==> src/rtl/pipe_ctrl_pkg.sv <==
// Shared types and constants for the pipeline controller: stall vectors,
// controller state encoding and the default exception vector.
package pipe_ctrl_pkg;

  // Stall vector bits: 0 PC, 1 IF/ID, 2 ID/EX, 3 EX/MEM, 4 MEM/WB, 5 WB
  localparam logic [5:0] StallNone = 6'b000000;
  localparam logic [5:0] StallIF   = 6'b000011;
  localparam logic [5:0] StallID   = 6'b000111;
  localparam logic [5:0] StallEX   = 6'b001111;
  localparam logic [5:0] StallMEM  = 6'b011111;

  localparam logic [31:0] EXC_VECTOR_DEF = 32'h0000_0020;

  typedef enum logic [1:0] {
    RUN   = 2'd0,
    MC    = 2'd1,
    DRAIN = 2'd2
  } state_t;

endpackage

==> src/rtl/pipe_ctrl_if.sv <==
// Handshake bundle between the pipeline stages (master) and pipe_ctrl (slave).
interface pipe_ctrl_if;
  logic        if_req_i;
  logic        if_ack_i;
  logic        id_stallreq_i;
  logic        ex_mc_start_i;
  logic        mem_req_i;
  logic        mem_ack_i;
  logic        exc_i;
  logic        eret_i;
  logic [31:0] epc_i;
  logic [5:0]  stall_o;
  logic        flush_o;
  logic [31:0] new_pc_o;
  logic        if_discard_o;
  logic        mc_busy_o;
  logic        mc_done_o;

  modport master (
    output if_req_i, if_ack_i, id_stallreq_i, ex_mc_start_i,
           mem_req_i, mem_ack_i, exc_i, eret_i, epc_i,
    input  stall_o, flush_o, new_pc_o, if_discard_o, mc_busy_o, mc_done_o
  );

  modport slave (
    input  if_req_i, if_ack_i, id_stallreq_i, ex_mc_start_i,
           mem_req_i, mem_ack_i, exc_i, eret_i, epc_i,
    output stall_o, flush_o, new_pc_o, if_discard_o, mc_busy_o, mc_done_o
  );
endinterface

==> src/rtl/pipe_ctrl_mc_counter.sv <==
// Multi-cycle op countdown: load, saturating decrement, clear, zero flag.
module mc_counter #(
  parameter int WIDTH = 5
) (
  input  logic             clk,
  input  logic             rst,
  input  logic             i_load,
  input  logic [WIDTH-1:0] i_load_val,
  input  logic             i_dec,
  input  logic             i_clr,
  output logic             o_zero
);

  logic [WIDTH-1:0] r_cnt;

  always_ff @(posedge clk) begin
    if (rst || i_clr) begin
      r_cnt <= '0;
    end else if (i_load) begin
      r_cnt <= i_load_val;
    end else if (i_dec && (r_cnt != '0)) begin
      r_cnt <= r_cnt - WIDTH'(1);
    end
  end

  assign o_zero = (r_cnt == '0);

endmodule

==> src/rtl/pipe_ctrl.sv <==
// Pipeline controller: merges stage stall requests into one stall vector,
// sequences multi-cycle EX ops and handles exception/eret flush and fetch drain.
module pipe_ctrl
  import pipe_ctrl_pkg::*;
#(
  parameter int unsigned MC_CYCLES  = 32,
  parameter logic [31:0] EXC_VECTOR = EXC_VECTOR_DEF
) (
  input  logic        clk,
  input  logic        rst,
  pipe_ctrl_if.slave  bus
);

  localparam int CNT_W = $clog2(MC_CYCLES);

  state_t r_state;
  state_t w_state_next;
  logic   w_flush;
  logic   w_if_wait;
  logic   w_mem_wait;
  logic   w_zero;
  logic   w_load;
  logic   w_dec;
  logic   w_clr;
  logic   w_done;
  logic   w_discard;
  logic [5:0] w_stall;

  assign w_flush    = bus.exc_i | bus.eret_i;
  assign w_if_wait  = bus.if_req_i & ~bus.if_ack_i;
  assign w_mem_wait = bus.mem_req_i & ~bus.mem_ack_i;

  mc_counter #(.WIDTH(CNT_W)) u_mc_counter (
    .clk        (clk),
    .rst        (rst),
    .i_load     (w_load),
    .i_load_val (CNT_W'(MC_CYCLES - 1)),
    .i_dec      (w_dec),
    .i_clr      (w_clr),
    .o_zero     (w_zero)
  );

  // Priority stall merge, highest first
  always_comb begin
    w_stall = StallNone;
    if (w_flush) begin
      w_stall = StallNone;
    end else if (w_mem_wait) begin
      w_stall = StallMEM;
    end else if ((r_state == MC) && !w_zero) begin
      w_stall = StallEX;
    end else if (bus.id_stallreq_i) begin
      w_stall = StallID;
    end else if (w_if_wait || (r_state == DRAIN)) begin
      w_stall = StallIF;
    end
  end

  always_ff @(posedge clk) begin
    if (rst) begin
      r_state <= RUN;
    end else begin
      r_state <= w_state_next;
    end
  end

  always_comb begin
    w_state_next = r_state;
    w_load       = 1'b0;
    w_dec        = 1'b0;
    w_clr        = 1'b0;
    w_done       = 1'b0;
    w_discard    = 1'b0;
    unique case (r_state)
      RUN: begin
        if (w_flush) begin
          w_state_next = w_if_wait ? DRAIN : RUN;
        end else if (bus.ex_mc_start_i) begin
          w_state_next = MC;
          w_load       = 1'b1;
        end
      end
      MC: begin
        if (w_flush) begin
          w_clr        = 1'b1;
          w_state_next = w_if_wait ? DRAIN : RUN;
        end else begin
          w_dec = 1'b1;
          // A MEM stall at cnt==0 holds the commit until the bus completes
          if (w_zero && !w_stall[4]) begin
            w_done       = 1'b1;
            w_state_next = RUN;
          end
        end
      end
      DRAIN: begin
        w_discard = bus.if_ack_i;
        if (!w_flush && bus.if_ack_i) begin
          w_state_next = RUN;
        end
      end
      default: w_state_next = RUN;
    endcase
  end

  assign bus.stall_o      = w_stall;
  assign bus.flush_o      = w_flush;
  assign bus.new_pc_o     = bus.exc_i ? EXC_VECTOR : (bus.eret_i ? bus.epc_i : 32'h0);
  assign bus.if_discard_o = w_discard;
  assign bus.mc_busy_o    = (r_state == MC);
  assign bus.mc_done_o    = w_done;

  a_no_restart : assert property (@(posedge clk) disable iff (rst)
    !((r_state == MC) && bus.ex_mc_start_i));

endmodule
==> src/flat_wrapper.sv <==
// flat-port wrapper written by rule: the top's interface ports become plain ports
module pipe_ctrl_flat import pipe_ctrl_pkg::*;
#(
  parameter int unsigned MC_CYCLES  = 32,
  parameter logic [31:0] EXC_VECTOR = EXC_VECTOR_DEF
)
  (clk, rst, bus_if_req_i, bus_if_ack_i, bus_id_stallreq_i, bus_ex_mc_start_i, bus_mem_req_i, bus_mem_ack_i, bus_exc_i, bus_eret_i, bus_epc_i, bus_stall_o, bus_flush_o, bus_new_pc_o, bus_if_discard_o, bus_mc_busy_o, bus_mc_done_o);
  pipe_ctrl_if bus_i ();
  input  logic clk;
  input  logic rst;
  input wire logic [$bits(bus_i.if_req_i)-1:0] bus_if_req_i;
  input wire logic [$bits(bus_i.if_ack_i)-1:0] bus_if_ack_i;
  input wire logic [$bits(bus_i.id_stallreq_i)-1:0] bus_id_stallreq_i;
  input wire logic [$bits(bus_i.ex_mc_start_i)-1:0] bus_ex_mc_start_i;
  input wire logic [$bits(bus_i.mem_req_i)-1:0] bus_mem_req_i;
  input wire logic [$bits(bus_i.mem_ack_i)-1:0] bus_mem_ack_i;
  input wire logic [$bits(bus_i.exc_i)-1:0] bus_exc_i;
  input wire logic [$bits(bus_i.eret_i)-1:0] bus_eret_i;
  input wire logic [$bits(bus_i.epc_i)-1:0] bus_epc_i;
  output wire logic [$bits(bus_i.stall_o)-1:0] bus_stall_o;
  output wire logic [$bits(bus_i.flush_o)-1:0] bus_flush_o;
  output wire logic [$bits(bus_i.new_pc_o)-1:0] bus_new_pc_o;
  output wire logic [$bits(bus_i.if_discard_o)-1:0] bus_if_discard_o;
  output wire logic [$bits(bus_i.mc_busy_o)-1:0] bus_mc_busy_o;
  output wire logic [$bits(bus_i.mc_done_o)-1:0] bus_mc_done_o;
  assign bus_i.if_req_i = bus_if_req_i;
  assign bus_i.if_ack_i = bus_if_ack_i;
  assign bus_i.id_stallreq_i = bus_id_stallreq_i;
  assign bus_i.ex_mc_start_i = bus_ex_mc_start_i;
  assign bus_i.mem_req_i = bus_mem_req_i;
  assign bus_i.mem_ack_i = bus_mem_ack_i;
  assign bus_i.exc_i = bus_exc_i;
  assign bus_i.eret_i = bus_eret_i;
  assign bus_i.epc_i = bus_epc_i;
  assign bus_stall_o = bus_i.stall_o;
  assign bus_flush_o = bus_i.flush_o;
  assign bus_new_pc_o = bus_i.new_pc_o;
  assign bus_if_discard_o = bus_i.if_discard_o;
  assign bus_mc_busy_o = bus_i.mc_busy_o;
  assign bus_mc_done_o = bus_i.mc_done_o;
  pipe_ctrl #(.MC_CYCLES(MC_CYCLES), .EXC_VECTOR(EXC_VECTOR)) u_core (.clk(clk), .rst(rst), .bus(bus_i));
endmodule
==> config.mk <==
export PLATFORM = sky130hd
export DESIGN_NAME = pipe_ctrl_flat
export DESIGN_NICKNAME = d
export VERILOG_FILES = /design/src/rtl/pipe_ctrl_pkg.sv /design/src/rtl/pipe_ctrl_if.sv /design/src/rtl/pipe_ctrl_mc_counter.sv /design/src/rtl/pipe_ctrl.sv /design/src/flat_wrapper.sv
export SDC_FILE = /design/constraint.sdc
export NUM_CORES = 1
export LEC_CHECK = 0
export CELL_PAD_IN_SITES_DETAIL_PLACEMENT = 1
export CELL_PAD_IN_SITES_GLOBAL_PLACEMENT = 2
export CORE_ASPECT_RATIO = 0.8
export CORE_UTILIZATION = 12
export DETAILED_ROUTE_END_ITERATION = 12
export PLACE_DENSITY = 0.95
export SLEW_MARGIN = 15
export SYNTH_ARGS = -nofsm -noshare
export SYNTH_HDL_FRONTEND = slang
export SYNTH_SLANG_ARGS = --single-unit
export TNS_END_PERCENT = 100
==> constraint.sdc <==
create_clock -name clk -period 5.11 [get_ports clk]
set_input_delay 1.2775 -clock clk [delete_from_list [all_inputs] [get_ports clk]]
set_output_delay 1.2775 -clock clk [all_outputs]
set_load 0.05 [all_outputs]
Word level (Yosys, flattened, before mapping)
Cells that the tools add are included.
{ "word_totals": {"ff_bits": 7, "input_bits": 42, "out_inout_bits": 42} }
{ "classes": {"addsub": 1, "n_eq_ne": 5, "n_mux": 27, "bitwise_logic": 5, "n_reduce_logical": 14} }
{ "ops": {"columns": ["cell", "count"], "rows": [
  ["$mux W32", 2],
  ["$mux W6", 4],
  ["$mux W2", 7],
  ["$mux W1", 11],
  ["$mux W5", 2],
  ["$pmux W2 S3", 1],
  ["$logic_not A5 Y1", 1],
  ["$reduce_bool A5 Y1", 1],
  ["$sub A5 B1 Y5 const B", 1],
  ["$logic_and A1 B1 Y1", 4],
  ["$logic_not A1 Y1", 3],
  ["$ne A3 B1 Y1 const B", 1],
  ["$ne A3 B2 Y1 const B", 1],
  ["$reduce_and A3 Y1", 1],
  ["$and A1 B1 Y1", 2],
  ["$eq A2 B1 Y1 const B", 1],
  ["$eq A2 B2 Y1 const B", 1],
  ["$logic_not A2 Y1", 1],
  ["$logic_or A1 B1 Y1", 2],
  ["$ne A2 B2 Y1 const B", 1],
  ["$not A1 Y1", 2],
  ["$reduce_bool A2 Y1", 1],
  ["$or A1 B1 Y1", 1]
]} }

Longest topological paths before layout
{ "logic_depth": {"ltp_word": 13, "ltp_mapped": 7, "mapped_depth_nobuf": 5} }

Hierarchy
A second synthesis with hierarchy kept.
{ "unflattened": {"hier_cells": 107, "hier_area_um2": 739.5} }
{ "by_module_without_submodules": {"columns": ["mod", "instances", "cells_per_inst", "area_per_inst_um2"], "rows": [
  ["pipe_ctrl", 1, 69, 429.2],
  ["mc_counter", 1, 38, 310.3]
]} }

Worst setup path before layout
No wires, ideal clock.
{ "synth_timing": {"path_type": "input port to output port", "from": "input bus_eret_i", "to": "output bus_mc_done_o", "arrival_ns": 3.792, "required_time_ns": 3.833, "path_slack_ns": 0.040, "stages": 2, "cell_sequence": "nor4b_1 nor3_1"} }
{ "synth_between": {"elab_chain_cells": 7} }
{ "synth_rtl": {"columns": ["element", "line_no", "rtl"], "rows": [
  ["start, declared", "flat_wrapper.sv:18", "input wire logic [$bits(bus_i.eret_i)-1:0] bus_eret_i;"],
  ["$or A1 B1 Y1 (*)", "pipe_ctrl.sv:29", "assign w_flush = bus.exc_i | bus.eret_i;"],
  ["$mux W6", "pipe_ctrl.sv:46", "if (w_flush) begin"],
  ["$logic_not A1 Y1", "pipe_ctrl.sv:90", "if (w_zero && !w_stall[4]) begin"],
  ["$logic_and A1 B1 Y1", "pipe_ctrl.sv:90", null],
  ["$mux W1", "pipe_ctrl.sv:90", null],
  ["$mux W1 (*)", "pipe_ctrl.sv:84", "if (w_flush) begin"],
  ["$mux W1 (*)", "pipe_ctrl.sv:74", "unique case (r_state)"],
  ["end, declared", "flat_wrapper.sv:25", "output wire logic [$bits(bus_i.mc_done_o)-1:0] bus_mc_done_o;"]
]} }
Mark *: on every way between the ends. The rest lies on a longest branch, timed or not.

Final worst setup path
{ "layout_timing": {"from": "input bus_eret_i", "to": "output bus_stall_o[4]"} }
{ "layout_between": {"elab_chain_cells": 2} }
{ "layout_rtl": {"columns": ["element", "line_no", "rtl"], "rows": [
  ["$or A1 B1 Y1", "pipe_ctrl.sv:29", null],
  ["$mux W6", "pipe_ctrl.sv:46", null],
  ["end, declared", "flat_wrapper.sv:20", "output wire logic [$bits(bus_i.stall_o)-1:0] bus_stall_o;"]
]} }
Every way passes these cells.

==> impl_metrics.json <==
{
  "status": "finished clean",
  "top_level_ports": 84,
  "cts_sinks": 7,
  "clk_transition_reported_paths_ns": 0.04,
  "synth_edf_count": 0,
  "synth.cell_area_um2": 679,
  "routed-wl-met3_um": 134,
  "path_max_fanout": 7,
  "pwr_density_cell_nw_per_um2": 158,
  "io_buffer_count": 82,
  "slew_at_the_pin_with_the_worst_max_slew_slack_ns": 0.652,
  "crit_top_cell": "clkdlybuf4s50_1",
  "drv.max_cap_violation_count": 0,
  "critical_path.top_delay_family": "buffers and inverters",
  "cts_tree": "yes",
  "fin_nets": 219,
  "endpoint_class_of_the_critical_path": "output port",
  "maxClockFrequency_ghz": 0.214,
  "leakage_power_nw": 0.748,
  "cpPeakStageDelay_ns": 0.92,
  "critical_path.slowest_cell": "clkdlybuf4s50_1",
  "drtPass1Iterations": 4,
  "crit_path_start_kind": "input port",
  "dr_total_vias": 973,
  "cp_cell_sequence": "clkdlybuf4s50_1 -> nor4b_1 -> clkdlybuf4s50_1",
  "cts.htree.levels": 1,
  "gr-total-overflow": 0,
  "grt_start_max_net_pins": 32,
  "post-route-period-util_pct": 91.4,
  "avgViaCountPerCell": 3.85,
  "layout.filler_cells": 629,
  "gr-usage-all-layers_pct": 10.4,
  "num_antenna_cells": 0,
  "syn_area_per_cell_um2": 7.23,
  "worst_clock_skew_ns": 0.00265,
  "die_x_um": 86.1,
  "ys_types": 31,
  "timing.hold.worst_path_depth": 2,
  "hp-class": "reg2reg",
  "die_h_um": 69.3,
  "wl_met2_um": 1630,
  "drt_iter0_markers": 30,
  "post-route-util_pct": 35.3,
  "synth_ff_type": "dfxtp_1",
  "drc_errors": 0,
  "setup.worst_path.class": "in2out",
  "drt-met1-wl_um": 1290,
  "synth_seq_cells": 7,
  "synth.most_common_cell": "and2_1",
  "worst-path-stages": 3,
  "highest-signal-layer": "met4",
  "yosysWarningCount": 0,
  "setup-violations-final": 0,
  "clk_latency_ns": 0.23,
  "ir_worst_vdd_uv": 61.0,
  "asyncSetResetFlopFracSynth_pct": 0,
  "report.final.slew_viol_count": 0,
  "synth_top_cells_by_area": "and2_1 29%, dfxtp_1 21%, nor4b_1 3.9%",
  "clock_path_buffers": 2,
  "final.hold.worst_slack_ns": 0.490,
  "finalWeightedCongestion": 0.671,
  "synth_top_cell_area_share_pct": 28.5,
  "fp.dieArea_um2": 5970,
  "core_area_um2": 5470,
  "netlist_top_cells_count": "31 x and2_1, 7 x dfxtp_1, 6 x inv_1",
  "cts_inserted_buffers": 3,
  "netlist_instances": 94,
  "area_delta_synth_final_pct": 184,
  "place_hpwl_um": 2670,
  "standard_cell_row_count": 24,
  "routed_wire_length_per_instance_um": 12.3,
  "setup_repair_after_global_routing_missed_its_margin": "no",
  "route.antenna.remaining_nets": 0,
  "cp.buffers_inverters": 2,
  "finalHoldViolCount": 0,
  "timing.max_slew.rel_slack_pct": 55.9,
  "initial_utilization_pct": 12.4,
  "required_ns": 3.83,
  "yosys_top_cell_by_area": "and2_1",
  "wl_um": 3110,
  "cts_hold_buffers": 0,
  "grt_pass1_vias": 979,
  "synth.yosys.seq_area_share_pct": 20.6,
  "cts_root_buffer": "clkbuf_8",
  "drive_above_1_share_pct": 22.3,
  "worstRegToRegCells": 5,
  "grt_first_pass_wirelength_um": 4890,
  "post_cts_resize_count": 0,
  "number_of_antenna_violations_at_the_first_check_in_global_routing": 0,
  "totalNegativeSetupSlack_ns": 0,
  "critPathArrivalTime_ns": 3.40,
  "fin_crit_ns": 4.67,
  "cts_setup_buffers": 0,
  "mappedNetlistNets": 137
}
==> path summary, 6_finish.rpt <==
path	from	end	slack [ns]
max	bus_eret_i	bus_stall_o[4]	0.44
min	u_core.u_mc_counter.r_cnt[4]	u_core.u_mc_counter.r_cnt[4]	0.49
max reg2reg	u_core.u_mc_counter.r_cnt[0]	u_core.u_mc_counter.r_cnt[3]	3.44
min reg2reg	u_core.u_mc_counter.r_cnt[4]	u_core.u_mc_counter.r_cnt[4]	0.49
==> worst register-to-register path, stage by stage (launching register included) <==
cell and delay [ns]:
dfxtp_1 0.32, inv_1 0.08, ha_1 0.19, or4b_1 0.58
and4_1 0.23, a211oi_1 0.19
==> sequential cells by signal (all words and copies together), names as in the netlist <==
register and cells:
u_core.r_state 2, u_core.u_mc_counter.r_cnt 5
==> cell families (layout without fill, tap and decap cells) <==
logic type / count (synthesis) / after routing / share of synthesized area, %
other: 1 / 1 / 0.552
buffers and inverters: 12 / 93 / 7.73
adders and majority gates: 1 / 1 / 1.84
and+or+nand+nor: 54 / 54 / 50.8
AOI/OAI and AO/OA: 19 / 19 / 18.4
DFF: 7 / 7 / 20.6
==> layout by cell type (no fill, tap or decap) <==
cell and count:
inv_1 6, clkdlybuf4s50_1 50, dfxtp_1 7, buf_4 2, o21ba_2 1, o41ai_1 1
or4b_4 1, clkbuf_1 1, buf_12 31, a31oi_1 4, clkbuf_8 3, nand2_1 1
or4_1 1, nor4b_1 3, nor4_1 1, nor2b_1 1, ha_1 1, a211oi_1 2
and2b_2 1, and2_1 31, nor3_1 3, or2b_1 1, or3_1 1, and4_1 1
nand3_1 2, nand2b_1 1, conb_1 1, a221oi_1 1, or4b_1 1, a21o_1 2
a21oi_1 3, nor2_1 4, o21ai_0 4, a22oi_1 1
==> stage by stage <==
stage	cell area (µm²)	setup slack (ns)	cells	power [mW]
after floorplan	679	0.0404	94	0.138
after global placement	1880	0.600	249	0.225
after detailed placement	1880	0.461	249	0.228
after CTS	1930	0.455	253	0.308
after global routing	1930	0.387	253	0.320
final	1930	0.437	253	0.304
==> where the power goes <==
group          internal [mW]  leakage [nW]  switching [mW]  total, mW
clock network         0.0540        0.0228          0.0238     0.0777
logic                 0.0820         0.668          0.0827      0.165
registers             0.0580        0.0572         0.00333     0.0613
total                  0.194         0.748           0.110      0.304
==> metal layers <==
metal,vias up,track usage (%)
li1,483,-
met3,4,0.952
met4,0,5.00
met2,33,18.4
met5,-,0
met1,453,12.5
==> cell type report <==
class / count / area [µm²] / area share, %
clock buffers: 4 / 45.0 / 2.34
inverters: 6 / 22.5 / 1.17
multi-input cells: 75 / 487 / 25.2
flip-flops and latches: 7 / 140 / 7.27
well taps: 78 / 97.6 / 5.06
repair buffers: 83 / 1140 / 58.9
Note: power is estimated with default switching activity, not from simulation.
